## src/rtl/core_seq_pkg.sv

```systemverilog
// Shared types and constants for the convolution core sequencer: FSM states,
// instruction-word field positions and the idle instruction word.
package core_seq_pkg;

  typedef enum logic [3:0] {
    StIdle,
    StWld,
    StKld,
    StKwait,
    StAld,
    StExe,
    StDrain,
    StNext,
    StDone
  } state_e;

  localparam int unsigned InstW      = 34;
  localparam int unsigned AddrFieldW = 11;

  localparam int unsigned AccBit     = 33;
  localparam int unsigned CenPBit    = 32;
  localparam int unsigned WenPBit    = 31;
  localparam int unsigned APLsb      = 20;
  localparam int unsigned CenXBit    = 19;
  localparam int unsigned WenXBit    = 18;
  localparam int unsigned AXLsb      = 7;
  localparam int unsigned OfifoRdBit = 6;
  localparam int unsigned IfifoWrBit = 5;
  localparam int unsigned IfifoRdBit = 4;
  localparam int unsigned L0RdBit    = 3;
  localparam int unsigned L0WrBit    = 2;
  localparam int unsigned ExecBit    = 1;
  localparam int unsigned LoadBit    = 0;

  // Both memories deselected and write-disabled, everything else quiet.
  localparam logic [InstW-1:0] IdleWord = 34'h1800C0000;

endpackage

```

## src/rtl/core_seq_inst_pack.sv

```systemverilog
// Combinational packer that places the named instruction fields into the
// 34-bit core instruction word.
module core_seq_inst_pack
  import core_seq_pkg::*;
(
  input  logic                  acc,
  input  logic                  cen_pmem,
  input  logic                  wen_pmem,
  input  logic [AddrFieldW-1:0] a_pmem,
  input  logic                  cen_xmem,
  input  logic                  wen_xmem,
  input  logic [AddrFieldW-1:0] a_xmem,
  input  logic                  ofifo_rd,
  input  logic                  ififo_wr,
  input  logic                  ififo_rd,
  input  logic                  l0_rd,
  input  logic                  l0_wr,
  input  logic                  execute,
  input  logic                  load,
  output logic [InstW-1:0]      inst
);

  always_comb begin
    inst                          = '0;
    inst[AccBit]                  = acc;
    inst[CenPBit]                 = cen_pmem;
    inst[WenPBit]                 = wen_pmem;
    inst[APLsb +: AddrFieldW]     = a_pmem;
    inst[CenXBit]                 = cen_xmem;
    inst[WenXBit]                 = wen_xmem;
    inst[AXLsb +: AddrFieldW]     = a_xmem;
    inst[OfifoRdBit]              = ofifo_rd;
    inst[IfifoWrBit]              = ififo_wr;
    inst[IfifoRdBit]              = ififo_rd;
    inst[L0RdBit]                 = l0_rd;
    inst[L0WrBit]                 = l0_wr;
    inst[ExecBit]                 = execute;
    inst[LoadBit]                 = load;
  end

endmodule

```

## src/rtl/core_seq.sv

```systemverilog
// Convolution core sequencer: walks kernel positions issuing weight load, activation
// execute and psum drain instructions. Define CORE_SEQ_ACC_EN to accumulate psums.
module core_seq
  import core_seq_pkg::*;
#(
  parameter int unsigned ROW = 8,
  parameter int unsigned COL = 8,
  parameter int unsigned AW  = 11,
  parameter int unsigned CW  = 8
) (
  input  logic             clk,
  input  logic             reset,
  input  logic             start,
  input  logic [CW-1:0]    num_kij,
  input  logic [CW-1:0]    len_nij,
  input  logic [AW-1:0]    w_base,
  input  logic [AW-1:0]    a_base,
  input  logic [AW-1:0]    p_base,
  input  logic             ofifo_valid,
  output logic [InstW-1:0] inst,
  output logic             busy,
  output logic             done
);

  // One extra bit so the ALD index can reach len_nij at its maximum.
  localparam int unsigned CntW = CW + 1;
  localparam logic [CntW-1:0] CntOne    = CntW'(1);
  localparam logic [CntW-1:0] WldLast   = CntW'(COL);
  localparam logic [CntW-1:0] KldLast   = CntW'(COL - 1);
  localparam logic [CntW-1:0] KwaitLast = CntW'(ROW + COL - 1);
  localparam logic [CntW-1:0] ColCnt    = CntW'(COL);

  state_e          state_q, state_d;
  logic [CntW-1:0] cnt_q, cnt_d;
  logic [CW-1:0]   kij_q, kij_d;
  logic [CW-1:0]   rd_cnt_q, rd_cnt_d;
  logic [CW-1:0]   wr_cnt_q, wr_cnt_d;
  logic            pend_q, pend_d;
  logic [CW-1:0]   num_kij_q, len_q;
  logic [AW-1:0]   w_base_q, a_base_q, p_base_q;

  logic            accept, rd_fire;
  logic [CntW-1:0] len_cnt;
  logic [AW-1:0]   w_addr, a_addr, p_addr;

  logic            f_acc, f_cen_p, f_wen_p, f_cen_x, f_wen_x;
  logic [AW-1:0]   f_a_p, f_a_x;
  logic            f_ofifo_rd, f_l0_rd, f_l0_wr, f_exec, f_load;
  logic [InstW-1:0] inst_d;

  assign len_cnt = {1'b0, len_q};
  assign rd_fire = (state_q == StDrain) && ofifo_valid && (rd_cnt_q < len_q);
  assign w_addr  = w_base_q + AW'(kij_q * COL) + AW'(cnt_q);
  assign a_addr  = a_base_q + AW'(cnt_q);
  assign p_addr  = p_base_q + AW'(wr_cnt_q);

  always_comb begin
    state_d  = state_q;
    cnt_d    = cnt_q;
    kij_d    = kij_q;
    rd_cnt_d = rd_cnt_q;
    wr_cnt_d = wr_cnt_q;
    pend_d   = pend_q;
    accept   = 1'b0;
    unique case (state_q)
      StIdle: begin
        // done is still visible in the cycle after DONE; start stays ignored there.
        if (start && !done) begin
          accept  = 1'b1;
          kij_d   = '0;
          cnt_d   = '0;
          state_d = (num_kij == '0 || len_nij == '0) ? StDone : StWld;
        end
      end
      StWld: begin
        if (cnt_q == WldLast) begin
          cnt_d   = '0;
          state_d = StKld;
        end else cnt_d = cnt_q + CntOne;
      end
      StKld: begin
        if (cnt_q == KldLast) begin
          cnt_d   = '0;
          state_d = StKwait;
        end else cnt_d = cnt_q + CntOne;
      end
      StKwait: begin
        if (cnt_q == KwaitLast) begin
          cnt_d   = '0;
          state_d = StAld;
        end else cnt_d = cnt_q + CntOne;
      end
      StAld: begin
        if (cnt_q == len_cnt) begin
          cnt_d   = '0;
          state_d = StExe;
        end else cnt_d = cnt_q + CntOne;
      end
      StExe: begin
        if (cnt_q + CntOne == len_cnt) begin
          cnt_d    = '0;
          rd_cnt_d = '0;
          wr_cnt_d = '0;
          pend_d   = 1'b0;
          state_d  = StDrain;
        end else cnt_d = cnt_q + CntOne;
      end
      StDrain: begin
        if (rd_fire) rd_cnt_d = rd_cnt_q + CW'(1);
        pend_d = rd_fire;
        if (pend_q) begin
          wr_cnt_d = wr_cnt_q + CW'(1);
          if (wr_cnt_q + CW'(1) == len_q) state_d = StNext;
        end
      end
      StNext: begin
        if (kij_q == num_kij_q - CW'(1)) begin
          state_d = StDone;
        end else begin
          kij_d   = kij_q + CW'(1);
          cnt_d   = '0;
          state_d = StWld;
        end
      end
      StDone:  state_d = StIdle;
      default: state_d = StIdle;
    endcase
  end

  always_comb begin
    f_acc      = 1'b0;
    f_cen_p    = 1'b1;
    f_wen_p    = 1'b1;
    f_a_p      = '0;
    f_cen_x    = 1'b1;
    f_wen_x    = 1'b1;
    f_a_x      = '0;
    f_ofifo_rd = 1'b0;
    f_l0_rd    = 1'b0;
    f_l0_wr    = 1'b0;
    f_exec     = 1'b0;
    f_load     = 1'b0;
    unique case (state_q)
      StWld: begin
        if (cnt_q < ColCnt) begin
          f_cen_x = 1'b0;
          f_a_x   = w_addr;
        end
        f_l0_wr = (cnt_q != '0);
      end
      StKld: begin
        f_l0_rd = 1'b1;
        f_load  = 1'b1;
      end
      StAld: begin
        if (cnt_q < len_cnt) begin
          f_cen_x = 1'b0;
          f_a_x   = a_addr;
        end
        f_l0_wr = (cnt_q != '0);
      end
      StExe: begin
        f_l0_rd = 1'b1;
        f_exec  = 1'b1;
      end
      StDrain: begin
        f_ofifo_rd = rd_fire;
        if (pend_q) begin
          f_cen_p = 1'b0;
          f_wen_p = 1'b0;
          f_a_p   = p_addr;
`ifdef CORE_SEQ_ACC_EN
          f_acc   = (kij_q != '0);
`else
          f_acc   = 1'b0;
`endif
        end
      end
      default: ;
    endcase
  end

  core_seq_inst_pack u_inst_pack (
    .acc      (f_acc),
    .cen_pmem (f_cen_p),
    .wen_pmem (f_wen_p),
    .a_pmem   (AddrFieldW'(f_a_p)),
    .cen_xmem (f_cen_x),
    .wen_xmem (f_wen_x),
    .a_xmem   (AddrFieldW'(f_a_x)),
    .ofifo_rd (f_ofifo_rd),
    .ififo_wr (1'b0),
    .ififo_rd (1'b0),
    .l0_rd    (f_l0_rd),
    .l0_wr    (f_l0_wr),
    .execute  (f_exec),
    .load     (f_load),
    .inst     (inst_d)
  );

  always_ff @(posedge clk or posedge reset) begin
    if (reset) begin
      state_q  <= StIdle;
      cnt_q    <= '0;
      kij_q    <= '0;
      rd_cnt_q <= '0;
      wr_cnt_q <= '0;
      pend_q   <= 1'b0;
      inst     <= IdleWord;
      busy     <= 1'b0;
      done     <= 1'b0;
    end else begin
      state_q  <= state_d;
      cnt_q    <= cnt_d;
      kij_q    <= kij_d;
      rd_cnt_q <= rd_cnt_d;
      wr_cnt_q <= wr_cnt_d;
      pend_q   <= pend_d;
      inst     <= inst_d;
      busy     <= accept || !(state_q inside {StIdle, StDone});
      done     <= (state_q == StDone);
    end
  end

  always_ff @(posedge clk or posedge reset) begin
    if (reset) begin
      num_kij_q <= '0;
      len_q     <= '0;
      w_base_q  <= '0;
      a_base_q  <= '0;
      p_base_q  <= '0;
    end else if (accept) begin
      num_kij_q <= num_kij;
      len_q     <= len_nij;
      w_base_q  <= w_base;
      a_base_q  <= a_base;
      p_base_q  <= p_base;
    end
  end

endmodule

```

## config.mk

```make
export PLATFORM = sky130hd
export DESIGN_NAME = core_seq
export DESIGN_NICKNAME = d
export VERILOG_FILES = /design/src/rtl/core_seq_pkg.sv /design/src/rtl/core_seq_inst_pack.sv /design/src/rtl/core_seq.sv
export SDC_FILE = /design/constraint.sdc
export NUM_CORES = 1
export LEC_CHECK = 0
export CORE_UTILIZATION = 52
export DETAILED_ROUTE_END_ITERATION = 8
export GPL_TIMING_DRIVEN = 0
export PLACE_DENSITY = 0.84
export SLEW_MARGIN = 20
export SYNTH_ARGS = -nofsm -noshare
export SYNTH_HDL_FRONTEND = slang
export SYNTH_HIERARCHICAL = 1
export SYNTH_SLANG_ARGS = --single-unit
export TNS_END_PERCENT = 20
```

## constraint.sdc

```tcl
create_clock -name clk -period 4.2 [get_ports clk]
set_clock_uncertainty 0.05 [all_clocks]
set_input_delay 0.63 -clock clk [delete_from_list [all_inputs] [get_ports clk]]
set_output_delay 0.63 -clock clk [all_outputs]
set_load 0.02 [all_outputs]
```

# Yosys cells after proc, flatten, opt, wreduce, memory -nomap -nowiden
# Index checks and enable logic that the tools add are counted.
# classes
eq_ne,25
mux,46
n_addsub,9
magnitude_cmp,3
reduce_logical,23
# ops
operator,n
$mux 9,7
$pmux 9 s7,1
$pmux 8 s2,3
$mux 11,4
$mux 4,10
$mux 8,5
$pmux 4 s8,1
$add 8x1->8 const B,3
$add 11x9->11,2
$pmux 11 s2,1
$eq 9x4->1 const B,2
$eq 9x8->1,2
$ne 2x2->1 const B,9
$eq 4x3->1 const B,4
$eq 8x8->1,2
$logic_not 8->1,2
$mux 1,12
$reduce_and 3->1,4
$add 11x11->11,1
$add 11x8->11,1
$add 9x1->9 const B,1
$eq 9x3->1 const B,1
$lt 9x4->1 const B,1
$lt 9x8->1,1
other kinds (17),26
# totals
output_inout_bits,36
wordCells,120
register_bits,118

# Depth between registers and ports, before layout
# Gate-level depths: netlist (run 1).
# depth
word_depth,5
ltp_mapped,13

# Cells and area by module
# The synthesis (run 1) kept the hierarchy.
# by_module_without_submodules
module,instances,area_each_um2,seq_area_each_um2,cells_per_inst
core_seq,1,7292.0,3083.0,797
core_seq_inst_pack,1,255.2,0.0,34

# Least setup slack after synthesis (run 1)
# OpenSTA, ideal clock, no wires.
# synth_timing
path_type,reg-to-reg
from,reg cnt_q[1]
to,reg rd_cnt_q[0]
n_path_buf,2
period_less_slack_ns,3.044
stages_incl_launch_ff,12
required_time_ns,4.025
setup_ns,0.125
setup_slack_ns,1.156
t_arrival_ns,2.869
path_cell_list,dfrtp_1 ha_1 nand2_1 nor3_1 xor2_1 or4b_1 or3_1 buf_6 and2_4 buf_6 nand2b_4 mux2_4
# synth_via
elab_chain_cells,4
# synth_lines
item,line,text
from (decl),core_seq.sv:34,"logic [CntW-1:0] cnt_q, cnt_d;"
from (signal assigned),core_seq.sv:214,cnt_q <= cnt_d;
$add 9x1->9,core_seq.sv:100,if (cnt_q + CntOne == len_cnt) begin
$eq 9x8->1,core_seq.sv:100,
$ne 2x2->1 (no source line),n/a,
$reduce_and 3->1 (no source line),n/a,
to (signal assigned),core_seq.sv:216,rd_cnt_q <= rd_cnt_d;
to (decl),core_seq.sv:36,"logic [CW-1:0] rd_cnt_q, rd_cnt_d;"
# No other way between the ends.
# A chain may end at the register's enable or synchronous reset.

# Worst setup path in the final report (run 1)
# Same ends and word-level chain as after synthesis.

==> results.toml, run 1 <==
[outcome]
status = "finished, final reports clean"

[sta]
fin_crit_ns = 3.51
final_hold_viol_count = 0
fmax_mhz = 285
whs_ns = 0.431
finalCritPeriodShare = 0.837
slew_headroom = 0.383
rsz0062_at_grt = "false"
slew_violations = 0
tightest_slew_ns = 0.918
finalWorstSetupSlack_ns = 0.686
finalSetupViolations = 0

[setup_path]
critPathCaptureType = "register"
r2r-end = "rd_cnt_q[0]$_DFFE_PP0P_"
crit_type = "register to register"
critPathRequiredTime_ns = 4.46
cp.arrival_ns = 3.77
rr_worst_depth = 11
r2r_slack_ns = 0.69
start_kind = "register"
rr_startpoint = "cnt_q[1]$_DFFE_PP0P_"
cp_max_fo = 9

[flow_run]
drv_cap = 0

[floorplan]
dieArea_mm2 = 0.0150
floorplan.initialDensity = 0.537
io-pin-count = 89
die_h_um = 122
rows = 43
die_x_um = 122
fp.coreArea_mm2 = 0.0140

[layout]
final_cell_mix = "nand2_1, dfrtp_1, clkdlybuf4s50_1"
mostFrequentLayoutCell = "nand2_1"
drive_above_1_share = 0.104
syn_to_final_growth_pct = 23.4
fin_nets = 1055
insertedDiodeCount = 0
post-route-util = 0.663

[pwr]
peakVddDrop_uv = 300
total_leakage_power_nw = 4.34
power_w = 0.00301
power.density_mw_per_mm2 = 323

[logic_synthesis]
yosys.area.top_type = "dfrtp_1"
syn-mean-instance-area_um2 = 9.08
async_flop_share = 1.00
synth_edf_count = 0
synth_top_flop_cell = "dfrtp_1"
yosys_warnings = 6
synthCells = 831
yosys-top-cells-area = "dfrtp_1, nand2_1, ha_1, buf_4, xor2_1"
yosysSeqAreaShare = 0.408
yosys_register_bits = 123
yosys.cell_types.count = 63
netlist_area_mm2 = 0.00755
synth_top_area_share = 0.395

[detailed_routing]
drc = 0
dr.pass1.iters = 5
drt_iter0_drc = 395
via_per_inst = 5.53
wl_mm = 18.2
wl_per_cell_um = 16.1
ant_nets = 0
vias = 6282

[global_routing]
grt_pass1_wl_mm = 29.6
grt_pass1_vias = 6119
grt_usage = 0.260
grt_start_max_net_pins = 77
antenna_found_initial = 0
grt_overflow = 0

[clock_tree]
holdBufCountCts = 0
numClockSinks = 123
cts_max_level = 4
ctsResizeCount = 0
clkTransAtPathRegs_ns = 0.06
cts-root-buf = "clkbuf_16"
clk_latency_ns = 0.42
post_cts_buffers = 0
cts_made_buffers = 17
cts_tree = "done"
cts_buffer_depth = 2

[place]
dp_slack_ns = 0.767
gp_congestion = 0.921
port_buffers = 88
hpwl_mm = 13.2

[min_path]
hp-start = "a_base_q[0]$_DFFE_PP0P_"
hold_path.class = "register to register"
worstHoldPathCells = 2
hold_end = "a_base_q[0]$_DFFE_PP0P_"
-- synth_stat cells (20+ instances only) --
cell type and count:
dfrtp_1 119, clkbuf_1 24, nand3_1 21, xnor2_1 29
nor2_1 40, buf_4 37, inv_1 29, xor2_1 30
nor3_1 20, nand2_1 177, a21oi_1 30, ha_1 51
o21ai_0 45
-- logic make-up (layout without fill, tap and decap cells) --
kind of cell | after synthesis | after routing | share of synthesized area
DFF | 123 | 123 | 0.408
xor gates and xnor gates | 59 | 59 | 0.0685
muxes | 4 | 4 | 0.00597
AOI/OAI and AO/OA | 154 | 154 | 0.130
other | 2 | 4 | 0.000995
adders and majority gates | 60 | 60 | 0.108
and+or+nand+nor | 333 | 333 | 0.206
buffers and inverters | 96 | 218 | 0.0711
-- worst max-delay path, cell delays in order (launching register included) --
cell	delay [ns]
dfrtp_1	0.63
ha_1	0.37
nand2_1	0.19
nor3_1	0.35
xor2_1	0.11
or4b_1	0.52
or3_1	0.35
buf_6	0.16
and2_4	0.16
buf_6	0.13
nand2b_4	0.14
mux2_4	0.26
-- where the power goes --
part | switching, W | internal [W]
registers | 0.0000315 | 0.00122
logic | 0.000139 | 0.000140
clock network | 0.000534 | 0.000951
-- layer usage --
| layer | track usage | share of wire |
|---|---|---|
| met1 | 0.331 | 0.43 |
| met2 | 0.438 | 0.50 |
| met5 | 0 | 0 |
| met3 | 0.0497 | 0.053 |
| met4 | 0.0991 | 0.022 |
-- registers in the layout, indices dropped and copies added (netlist names) --
register / cells
wr_cnt_q: 8
p_base_q: 11
busy: 1
len_q: 8
rd_cnt_q: 8
inst: 34
kij_q: 8
a_base_q: 11
done: 1
num_kij_q: 8
cnt_q: 9
state_q: 4
pend_q: 1
w_base_q: 11
-- stage by stage --
| step | TNS, ns | area [um2] | instances |
|---|---|---|---|
| floorplan | 0 | 7550 | 833 |
| global placement | -167.46 | 8660 | 1101 |
| detailed placement | 0 | 8700 | 1103 |
| CTS | 0 | 9310 | 1135 |
| global route | 0 | 9310 | 1135 |
| finish | 0 | 9310 | 1135 |
-- worst max-delay path by stage --
stage | from | to
4_1_cts | cnt_q[1]$_DFFE_PP0P_ | rd_cnt_q[0]$_DFFE_PP0P_
3_3_place_gp | reset | a_base_q[1]$_DFFE_PP0P_
6_report | cnt_q[1]$_DFFE_PP0P_ | rd_cnt_q[0]$_DFFE_PP0P_
5_1_grt | cnt_q[1]$_DFFE_PP0P_ | state_q[0]$_DFFE_PP0P_
2_1_floorplan | reset | a_base_q[0]$_DFFE_PP0P_
3_5_place_dp | cnt_q[1]$_DFFE_PP0P_ | rd_cnt_q[0]$_DFFE_PP0P_
-- layout make-up --
cell class	count	area, um2
Inverter	29	114
Tap cell	180	225
Timing Repair Buffer	90	913
Buffer	67	428
Multi-Input combinational cell	614	3940
Clock buffer	23	498
Sequential cell	123	3080
Fill cell	1078	4730
Clock inverter	9	111
No activity file was read; power rests on OpenSTA's default activity.
==> inputs of run 2 (changes only) <==
CORE_UTILIZATION = 55   (was 52)
PLACE_DENSITY = 0.85   (was 0.84)
clock period = 3.6 ns   (was 4.2 ns; I/O delays follow)
==> run 2 against run 1 <==
Net effect:
- register-to-register slack worse by 0.51 ns
- global-route usage up 1.5 points
- utilization grew 3.8 points
- hold slack worse by 0.0065 ns
- sequential power increased by 17%
==> results.toml, run 2 (synthesis gave the netlist of run 1 again) <==
[sta]
finalCritPeriodShare = 0.952
slew_headroom = 0.401
rsz0062_at_grt = "false"
fmax_mhz = 292
final_hold_viol_count = 0
finalWorstSetupSlack_ns = 0.172
tns_ns = 0
slew_violations = 0
tightest_slew_ns = 0.892
finalSetupViolations = 0
fin_crit_ns = 3.43

[detailed_routing]
drt_iter0_drc = 468
vias = 6319
dr.pass1.iters = 5
wl_mm = 18.2
via_per_inst = 5.57
drc = 0
wl_per_cell_um = 16.1
ant_nets = 0

[setup_path]
rr_worst_depth = 11
rr_startpoint = "cnt_q[1]$_DFFE_PP0P_"
path_cells = "ha_1 -> nand2_1 -> nor3_1 -> xor2_1 -> or4b_1 -> or3_1 -> buf_6 -> and2_4 -> buf_6 -> nand2b_4 -> mux2_4"
cp_common_cell = "buf_6"
cp_slowest_stage_delay_ns = 0.53
critPathCaptureType = "register"
start_kind = "register"
critical_path.slowest_cell = "dfrtp_2"
crit_path_end = "rd_cnt_q[0]$_DFFE_PP0P_"
cp.arrival_ns = 3.69
cp_max_fo = 9
crit_type = "register to register"
r2r_slack_ns = 0.17
crit_start = "cnt_q[1]$_DFFE_PP0P_"
r2r-end = "rd_cnt_q[0]$_DFFE_PP0P_"
critPathRequiredTime_ns = 3.86

[clock_tree]
cts_max_level = 4
clkTransAtPathRegs_ns = 0.06
clk_latency_ns = 0.42
cts_tree = "done"
post_cts_buffers = 0
numClockSinks = 123
cts_buffer_depth = 2
cts-root-buf = "clkbuf_16"
cts_made_buffers = 17

[floorplan]
floorplan.initialDensity = 0.568
rows = 42
dieArea_mm2 = 0.0142
io-pin-count = 89
die_h_um = 119
fp.coreArea_mm2 = 0.0133
die_x_um = 119

[min_path]
hold_path.class = "primary input to asynchronous set/reset pin"

[layout]
seqCellArea_mm2 = 0.00308
regMostFlops = "inst"
multi_input_area_mm2 = 0.00394
insertedDiodeCount = 0
fin_area_mm2 = 0.00932
syn_to_final_growth_pct = 23.5
mostFrequentLayoutCell = "nand2_1"
final_cell_mix = "nand2_1, dfrtp_1, clkdlybuf4s50_1"
n_fill_cell = 996
largest_reg_flops = 34
fin_nets = 1058
drive_above_1_share = 0.106

[place]
hpwl_mm = 13.3
port_buffers = 88
dp_slack_ns = 0.116
gp_congestion = 0.943
dpl_cell_area_mm2 = 0.00877

[global_routing]
antenna_found_initial = 0
grt_usage = 0.275
grt_start_max_net_pins = 36
grt_pass1_wl_mm = 30.3
grt_pass1_vias = 6271
grt_overflow = 0

[pwr]
power.density_mw_per_mm2 = 361
total_leakage_power_nw = 4.34
peakVddDrop_uv = 336

[outcome]
status = "finished, final reports clean"

[flow_run]
drv_cap = 0
-- run 2: how the worst min path moves through the flow --
| stage | startpoint | end | slack (ns) |
|---|---|---|---|
| 2_1_floorplan | a_base_q[0]$_DFFE_PP0P_ | a_base_q[0]$_DFFE_PP0P_ | 0.40 |
| 3_3_place_gp | p_base_q[0]$_DFFE_PP0P_ | p_base_q[0]$_DFFE_PP0P_ | 0.41 |
| 3_5_place_dp | p_base_q[7]$_DFFE_PP0P_ | p_base_q[7]$_DFFE_PP0P_ | 0.42 |
| 4_1_cts | reset | cnt_q[8]$_DFFE_PP0P_ | 0.43 |
| 5_1_grt | reset | cnt_q[6]$_DFFE_PP0P_ | 0.45 |
| 6_report | reset | inst[7]$_DFF_PP0_ | 0.42 |
-- run 2: through the flow --
stage	utilization	total power (W)	cells	hold slack (ns)
floorplan	-	0.00168	833	0.400
global placement	0.651	0.00178	1097	0.412
detailed placement	0.659	0.00181	1102	0.423
CTS	0.701	0.00337	1134	0.434
global route	0.701	0.00350	1134	0.448
finish	0.701	0.00336	1134	0.424
-- run 2: critical path: cells and delay by family (launching register included) --
kind | cells | cell delay (ns)
flip-flops | 1 | 0.53
multiplexers | 1 | 0.25
buffers and inverters | 2 | 0.30
AND/OR/NAND/NOR | 6 | 1.72
XOR/XNOR | 1 | 0.12
adder cells (fa/ha/maj) | 1 | 0.34
-- run 2: power breakdown --
group          switching, W  total [W]  internal [W]  leakage [nW]
Combinational      0.000164   0.000335      0.000170          2.53
Sequential        0.0000359    0.00146       0.00142          1.55
Clock              0.000623    0.00157      0.000950         0.257
Total              0.000823    0.00336       0.00254          4.34
-- run 2: final cells by class --
type,count,area share
inverter,29,0.0121
clock inverter,9,0.00698
tap,176,0.0236
clock buffer,23,0.0524
timing repair buffer,93,0.105
buffer,67,0.0459
sequential,123,0.331
multi-input combinational,614,0.423
-- run 2: what timing repair did --
action                                  CTS  global route
hold endpoints to repair                  0             0
hold buffers                              0             0
gates resized for setup                   0             1
endpoints found under the setup margin    0             6
-- run 2: layer usage --
layer	vias to the layer above	track usage	wire length (um)
met5	-	0	0
met4	0	0.114	542
met3	41	0.0690	1080
met2	206	0.453	8780
met1	3018	0.344	7830
li1	3054	-	-
